--- config.mk ---
export PLATFORM = sky130hd
export DESIGN_NAME = wb_regfile
export DESIGN_NICKNAME = d
export VERILOG_FILES = /design/src/rtl/wb_regfile_pkg.sv /design/src/rtl/wb_regfile_regfile_2w4r.sv /design/src/rtl/wb_regfile.sv
export SDC_FILE = /design/constraint.sdc
export NUM_CORES = 2
export LEC_CHECK = 0
export BUFFER_PORTS_ARGS = -buffer_cell sky130_fd_sc_hd__buf_2
export CAP_MARGIN = 20
export CORE_MARGIN = 4
export CORE_UTILIZATION = 39
export CTS_BUF_LIST = sky130_fd_sc_hd__clkbuf_4 sky130_fd_sc_hd__clkbuf_8 sky130_fd_sc_hd__clkbuf_16
export DETAILED_ROUTE_END_ITERATION = 6
export PLACE_DENSITY = 0.55
export SKIP_CTS_REPAIR_TIMING = 1
export SLEW_MARGIN = 30
export SYNTH_ARGS = -nofsm -noshare
export SYNTH_HDL_FRONTEND = slang
export SYNTH_SLANG_ARGS = --single-unit
--- constraint.sdc ---
create_clock -name clk -period 45.2 [get_ports clk]
set_input_delay 4.52 -clock clk [delete_from_list [all_inputs] [get_ports clk]]
set_output_delay 4.52 -clock clk [all_outputs]
set_load 0.005 [all_outputs]
--- src/rtl/wb_regfile_pkg.sv ---
// Shared types and constants for the writeback/commit stage.
// Register-index width, exception codes and the commit FSM encoding live here.
package wb_regfile_pkg;

   localparam int NREG  = 32;
   localparam int RIDXW = 5;
   localparam int XLEN  = 32;
   localparam int EXPW  = 7;
   localparam int CNTW  = 32;

   typedef logic [RIDXW-1:0] ridx_t;
   typedef logic [XLEN-1:0]  xdata_t;
   typedef logic [EXPW-1:0]  ecode_t;

   // Exception codes raised by execute; zero means the instruction is clean.
   localparam ecode_t ECODE_NONE = 7'h00;
   localparam ecode_t ECODE_ADEF = 7'h08;
   localparam ecode_t ECODE_ALE  = 7'h09;
   localparam ecode_t ECODE_SYS  = 7'h0B;
   localparam ecode_t ECODE_BRK  = 7'h0C;
   localparam ecode_t ECODE_INE  = 7'h0D;

   typedef enum logic {
      ST_IDLE  = 1'b0,
      ST_FLUSH = 1'b1
   } state_e;

   function automatic logic has_exception(input ecode_t code);
      return code != ECODE_NONE;
   endfunction

endpackage

--- src/rtl/wb_regfile_regfile_2w4r.sv ---
// 32x32 register array with two write ports (lane 1 wins on a clash),
// hardwired r0, and four combinational read ports with write-through bypass.
module regfile_2w4r
   import wb_regfile_pkg::*;
(
   input  logic   clk,
   input  logic   rst,
   input  logic   we0,
   input  ridx_t  waddr0,
   input  xdata_t wdata0,
   input  logic   we1,
   input  ridx_t  waddr1,
   input  xdata_t wdata1,
   input  ridx_t  raddr00,
   input  ridx_t  raddr01,
   input  ridx_t  raddr10,
   input  ridx_t  raddr11,
   output xdata_t rdata00,
   output xdata_t rdata01,
   output xdata_t rdata10,
   output xdata_t rdata11
);

   xdata_t regs_q [NREG];
   xdata_t regs_d [NREG];

   logic wr0_ok;
   logic wr1_ok;

   assign wr0_ok = we0 && (waddr0 != '0);
   assign wr1_ok = we1 && (waddr1 != '0);

   // NOTE: every always_comb output gets a full default first so no latch is inferred.
   always_comb begin
      regs_d = regs_q;
      // NOTE: blocking assignments in combinational logic; the later lane-1 write overrides lane 0.
      if (wr0_ok) regs_d[waddr0] = wdata0;
      if (wr1_ok) regs_d[waddr1] = wdata1;
   end

   // NOTE: the array is reset because software relies on all registers reading zero after reset.
   always_ff @(posedge clk or posedge rst) begin
      if (rst) begin
         for (int i = 0; i < NREG; i++) regs_q[i] <= '0;
      end else begin
         // NOTE: non-blocking for all sequential state.
         for (int i = 0; i < NREG; i++) regs_q[i] <= regs_d[i];
      end
   end

   function automatic xdata_t read_port(input ridx_t raddr);
      if (raddr == '0)                      return '0;
      else if (wr1_ok && waddr1 == raddr)   return wdata1;
      else if (wr0_ok && waddr0 == raddr)   return wdata0;
      else                                  return regs_q[raddr];
   endfunction

   assign rdata00 = read_port(raddr00);
   assign rdata01 = read_port(raddr01);
   assign rdata10 = read_port(raddr10);
   assign rdata11 = read_port(raddr11);

endmodule

--- src/rtl/wb_regfile.sv ---
// Writeback/commit stage: gates the two result lanes into the register file,
// captures lane-0 exceptions into a flush handshake and counts retirements.
module wb_regfile
   import wb_regfile_pkg::*;
(
   input  logic            clk,
   input  logic            rst,
   input  logic            en0,
   input  logic [4:0]      addr0,
   input  logic [XLEN-1:0] data0,
   input  logic            en1,
   input  logic [4:0]      addr1,
   input  logic [XLEN-1:0] data1,
   input  logic [EXPW-1:0] exp_in,
   input  logic [31:0]     pc_in,
   input  logic            flush_ack,
   input  logic [4:0]      raddr00,
   input  logic [4:0]      raddr01,
   input  logic [4:0]      raddr10,
   input  logic [4:0]      raddr11,
   output logic [XLEN-1:0] rdata00,
   output logic [XLEN-1:0] rdata01,
   output logic [XLEN-1:0] rdata10,
   output logic [XLEN-1:0] rdata11,
   output logic            excp_flush,
   output logic [31:0]     excp_era,
   output logic [EXPW-1:0] excp_ecode,
   output logic [CNTW-1:0] retired_cnt
);

   state_e          state_q, state_d;
   logic [31:0]     era_q, era_d;
   ecode_t          ecode_q, ecode_d;
   logic [CNTW-1:0] retired_q, retired_d;

   logic       exc_hit;
   logic       commit_ok;
   logic       ret0, ret1;
   logic       we0, we1;
   logic [1:0] retire_inc;

   // Lane 1 is younger than a faulting lane 0, so an exception squashes both lanes.
   assign exc_hit   = (state_q == ST_IDLE) && en0 && has_exception(exp_in);
   assign commit_ok = (state_q == ST_IDLE) && !exc_hit;

   assign ret0 = commit_ok && en0;
   assign ret1 = commit_ok && en1;
   assign we0  = ret0 && (addr0 != '0);
   assign we1  = ret1 && (addr1 != '0);

   // Writes to r0 still retire an instruction even though nothing is stored.
   assign retire_inc = {1'b0, ret0} + {1'b0, ret1};

   always_ff @(posedge clk or posedge rst) begin
      if (rst) begin
         state_q   <= ST_IDLE;
         era_q     <= '0;
         ecode_q   <= ECODE_NONE;
         retired_q <= '0;
      end else begin
         state_q   <= state_d;
         era_q     <= era_d;
         ecode_q   <= ecode_d;
         retired_q <= retired_d;
      end
   end

   always_comb begin
      state_d   = state_q;
      era_d     = era_q;
      ecode_d   = ecode_q;
      retired_d = retired_q + CNTW'(retire_inc);
      unique case (state_q)
         ST_IDLE: begin
            if (exc_hit) begin
               state_d = ST_FLUSH;
               era_d   = pc_in;
               ecode_d = exp_in;
            end
         end
         ST_FLUSH: begin
            // Further exceptions here are wrong-path; the first capture is kept.
            if (flush_ack) state_d = ST_IDLE;
         end
         default: state_d = ST_IDLE;
      endcase
   end

   assign excp_flush  = (state_q == ST_FLUSH);
   assign excp_era    = era_q;
   assign excp_ecode  = ecode_q;
   assign retired_cnt = retired_q;

   regfile_2w4r u_rf (
      .clk     (clk),
      .rst     (rst),
      .we0     (we0),
      .waddr0  (addr0),
      .wdata0  (data0),
      .we1     (we1),
      .waddr1  (addr1),
      .wdata1  (data1),
      .raddr00 (raddr00),
      .raddr01 (raddr01),
      .raddr10 (raddr10),
      .raddr11 (raddr11),
      .rdata00 (rdata00),
      .rdata01 (rdata01),
      .rdata10 (rdata10),
      .rdata11 (rdata11)
   );

endmodule

# [Word-level counts from Yosys, hierarchy flattened]
# Index checks and enable logic that the tools add are counted.
# Widths: inputs -> output; s select.
[word_totals] inputBits=138 ff_bits=1096 wordCells=124
[classes] bitwise_logic=7 n_eq_ne=8 n_lt_le_gt_ge=8 add_sub_neg=2 n_reduce_logical=28 n_mux=35
[ops] operator="$bwmux 1024" n=2
[ops] operator="$mux 1024" n=2
[ops] operator="$mux 32" n=22
[ops] operator="$bmux 32 s5" n=4
[ops] operator="$demux 32 s5" n=2
[ops] operator="$eq 5x5->1" n=8
[ops] operator="$ge 6x6->1 const B" n=6
[ops] operator="$not 5->6" n=6
[ops] operator="$add 32x2->32" n=1
[ops] operator="$logic_not 5->1" n=4
[ops] operator="$logic_and 1x1->1" n=19
[ops] operator="$lt 6x1->1 const B" n=2
[ops] operator="$reduce_bool 5->1" n=2
[ops] operator="$reduce_bool 7->1" n=1
[ops] operator="$add 1x1->2" n=1
[ops] operator="$mux 1" n=2
[ops] operator="$pmux 1 s2" n=1
[ops] operator="$reduce_and 2->1" n=1
[ops] operator="$logic_not 1->1" n=1
[ops] operator="$not 1->1" n=1

# [Depth between registers and ports, before layout]
[logic_depth] word_depth=12 ltp_mapped=12 ltp_nobuf=12

# [Modules after synthesis]
# A second synthesis with hierarchy kept.
[hier_totals] hier_cells=8637 area_unflattened_um2=85848.6
[by_module_without_submodules] module="regfile_2w4r" area_per_inst_um2=82833.2 cells_each=8415 seq_area_each_um2=25624.6 n_inst=1
[by_module_without_submodules] module="wb_regfile" area_per_inst_um2=3015.4 cells_each=222 seq_area_each_um2=1801.7 n_inst=1

# [Least setup slack after synthesis]
# OpenSTA, ideal clock, no wires.
[synth_timing] path_type="input-to-output" start="input port raddr00[0]" end="output port rdata00[13]" required_ns=40.680 t_arrival_ns=6.579 setup_slack_ns=34.101 path_stages=8 path_cell_list="buf_2 > buf_2 > buf_2 > mux4_2 > mux2_2 > o22ai_1 > nor4_1 > a221o_1"
[synth_via] elab_chain_len=7
[synth_rtl] item="start, declared" line="wb_regfile.sv:17" rtl="input logic [4:0] raddr00,"
[synth_rtl] item="$not 5->6 (implied by the code)" line="wb_regfile_regfile_2w4r.sv:55" rtl="else return regs_q[raddr];"
[synth_rtl] item="$bmux 32 s5" line="wb_regfile_regfile_2w4r.sv:55"
[synth_rtl] item="$mux 32 (implied by the code) (2 in a row)" line="wb_regfile_regfile_2w4r.sv:55"
[synth_rtl] item="$mux 32" line="wb_regfile_regfile_2w4r.sv:54" rtl="else if (wr0_ok && waddr0 == raddr) return wdata0;"
[synth_rtl] item="$mux 32" line="wb_regfile_regfile_2w4r.sv:53" rtl="else if (wr1_ok && waddr1 == raddr) return wdata1;"
[synth_rtl] item="$mux 32 *" line="wb_regfile_regfile_2w4r.sv:52" rtl="if (raddr == '0) return '0;"
[synth_rtl] item="end, declared" line="wb_regfile.sv:21" rtl="output logic [XLEN-1:0] rdata00,"
# Mark *: on every way between the ends. The rest lies on a longest branch, timed or not. The select of a mux whose other input is x is not followed.

# [Worst setup path after layout]
[layout_timing] start="input port raddr11[1]" end="output port rdata11[1]"
[layout_via] elab_chain_len=7
[layout_rtl] item="start, declared" line="wb_regfile.sv:20" rtl="input logic [4:0] raddr11,"
[layout_rtl] item="$not 5->6 (implied by the code)" line="wb_regfile_regfile_2w4r.sv:55"
[layout_rtl] item="$bmux 32 s5" line="wb_regfile_regfile_2w4r.sv:55"
[layout_rtl] item="$mux 32 (implied by the code) (2 in a row)" line="wb_regfile_regfile_2w4r.sv:55"
[layout_rtl] item="$mux 32" line="wb_regfile_regfile_2w4r.sv:54"
[layout_rtl] item="$mux 32" line="wb_regfile_regfile_2w4r.sv:53"
[layout_rtl] item="$mux 32 *" line="wb_regfile_regfile_2w4r.sv:52"
[layout_rtl] item="end, declared" line="wb_regfile.sv:24" rtl="output logic [XLEN-1:0] rdata11,"
# Marks and branches as above.

==> reports/results.ini <==
[sta]
min_period_ps=13980
hold_viol=0
tns_ps=0
setup_violations=0
rsz0062_at_grt=false
relSlewSlack_pct=20.5
skew_ps=27.0
drv_slew=0
max_clock_freq_ghz=0.0715
post-route-worst-setup-slack_ps=31220
worst_pin_slew_ps=1190
min_period_over_period_pct=30.9

[floorplan]
start_util_pct=39.3
rows=171
die_area_um2=227000
fp.dieH_um=476
die_w_um=476
ioPinCount=338
core_area_um2=218000

[worst_setup_path]
worstPathArrival_ps=9460
slowest_stage=buf_4
crit_family=buffers and inverters
timing.rr.start=excp_flush
r2r_cells=6
rrSetupSlack_ps=41230
worst-path-buf-inv=5
end_kind=output pin
critical_path.cell_chain=buf_8 > buf_4 > buf_4 > buf_4 > mux4_2 > o22ai_1 > nor4_1 > a22oi_1 > a211oi_1 > buf_2
critPathMaxFanout=53
cpPeakStageDelay_ps=820
reg2reg_to=u_rf.regs_q[164]
worst_setup_path_start_kind=primary input
crit_required_ps=40680
worstSetupPathType=primary input to output pin
crit_top_cell=buf_4

[clocking]
clk_path_buf_depth=3
cts_sinks=1096
clkSlewWorstSetupHoldPaths_ps=60
cts_root_buf=clkbuf_16
cts_buffers=138
clk_latency_ps=840
cts_tree=yes
htreeDepth=4

[drt]
met2WireLength_mm=184
wl_met3_mm=76.8
highest_layer=met5
viasPerCell=7.39
drc=16
postRouteWirelength_mm=464
drtIter0Drc=15056
wl_met1_mm=159
wl_per_cell_um=42.4
ant_nets=0
first_pass_iters=7
vias=80886

[status]
violations=design-rule violations
outcome=finished with violations

[pwr]
ir_drop_uv=33.4
pwr-share-comb_pct=26.0
power.clock.fraction_pct=34.9
p_seq_share_pct=39.1
p_sw_share_pct=34.2
p_leak_nw=37.4
intPower_mw=2.25
switching_power_mw=1.17
powerDensity_nw_per_um2=36.3

[logic_synthesis]
synth_top_area_cell=dfrtp_1
ys_ff_latch=1096
mappedNetlistArea_um2=85600
syn_nets=8391
synth_cell_types=69
syn_inst=8251
async_reset_ff_share_pct=100
avgSynthCellArea_um2=10.4
synth_seq_area_share_pct=32.1
synth-edff-count=0
synth_warnings=0
synth_top_flop_cell=dfrtp_1
synthTopCellsByArea=dfrtp_1 32%, mux4_2 19%, mux2i_1 19%
yosysTopAreaCellShare_pct=32.1

[global_routing]
grt_util_all_layers_pct=39.3
grt_pass1_vias=74432
grt_pass1_wl_mm=630
grt_max_degree=164
overflow=0
antenna_found_initial=57

[hold_path]
hp-class=flop to flop
hold_depth=0
min_from=u_rf.regs_q[1018]
min_to=u_rf.regs_q[1018]

[cells_and_area]
layout.nets=8073
layout-drive-gt1-share_pct=22.9
fillers=20525
area_growth_syn_to_layout_pct=9.91

[placed_design]
dp_hpwl_mm=276
place_congestion=0.985
dp_slack_ps=31430
portBuffers=337

[run]
cap_viol_max_count=0

-- synth_stat cells (all sizes together), types with 90 or more instances --
library cell / number
a21oi: 770
o22ai: 158
a31oi: 90
o21ai: 324
nor2: 852
nand2: 534
buf: 421
dfrtp: 1096
mux4: 739
clkbuf: 625
mux2: 106
mux2i: 1650
a22oi: 224
-- cell usage in the layout (no fill, tap or decap), drive strengths merged, types with 50 or more instances in the layout --
master / n
mux2i: 1650
dfrtp: 1096
nor2: 852
a21oi: 770
mux4: 739
buf: 586
nand2: 534
o21ai: 324
a22oi: 224
clkbuf: 197
o22ai: 158
mux2: 106
a31oi: 90
nor4: 71
a211oi: 59
nor3: 59
o221ai: 58
diode: 57
xnor2: 50
-- flip-flops by register name (all words and copies together), names as in the netlist --
signal,flops
u_rf.regs_q,1024
excp_era,32
retired_cnt,32
excp_ecode,7
excp_flush,1
-- power groups by stage --
stage	clock network, mW	registers (mW)	logic (mW)
after floorplan	0	1.27	0.610
after global placement	0	1.33	0.839
after detailed placement	0	1.33	0.854
after CTS	1.19	1.32	0.856
after global routing	1.23	1.35	0.923
final	1.19	1.34	0.887
-- worst reg2reg max path, cell delays in order, from the launching register on --
cell and delay [ps]:
dfrtp_1 430, nand2b_1 300, or4_2 1080, nor2_8 610, buf_4 880, mux2i_1 450, o21ai_1 90
-- logic make-up (layout without fill, tap and decap cells) --
family	after synthesis	after routing	share of synthesized area (%)
xor gates and xnor gates	70	70	0.717
other	0	57	0
buffers and inverters	1059	847	5.48
AOI/OAI and AO/OA	1847	1847	13.0
DFF	1096	1096	32.1
muxes	2495	2495	40.2
and+or+nand+nor	1682	1682	8.51
adders and majority gates	2	2	0.0380
-- cell type report --
class / count / area [um2] / share of cell area, %
clock buffer: 195 / 4140 / 4.40
inverter: 13 / 56.3 / 0.0599
multi-input combinational: 6096 / 54100 / 57.6
timing repair buffer: 588 / 3970 / 4.22
antenna: 57 / 143 / 0.152
sequential: 1096 / 27400 / 29.2
tap: 2854 / 3570 / 3.80
clock inverter: 51 / 584 / 0.621
-- through the flow --
stage	hold WS [ps]	utilization [%]	instance area (um2)	total power, mW	instances
2_1_floorplan	468	-	85600	1.88	8251
3_3_place_gp	415	40.8	88800	2.16	10636
3_5_place_dp	419	40.9	89000	2.19	10642
4_1_cts	434	43.1	93700	3.37	10888
5_1_grt	460	43.2	93900	3.50	10899
6_report	437	43.2	94000	3.41	10950
-- layer usage --
layer,track usage (%),up-vias
met5,0.0840,-
met1,47.3,39899
met2,52.2,8170
li1,-,30546
met3,20.3,2235
met4,30.9,36
-- worst max path at each step --
| stage | startpoint | cells past startpoint | end | slack [ps] |
|---|---|---|---|---|
| after floorplan | rst | 1 | excp_ecode[0] | 9820 |
| after global placement | raddr10[0] | 10 | rdata10[11] | 31420 |
| after detailed placement | raddr10[0] | 10 | rdata10[11] | 31430 |
| after CTS | raddr10[0] | 10 | rdata10[11] | 31440 |
| after global routing | raddr10[0] | 10 | rdata10[11] | 31180 |
| final | raddr11[1] | 10 | rdata11[1] | 31220 |
Note: power is estimated with default switching activity, not from simulation.
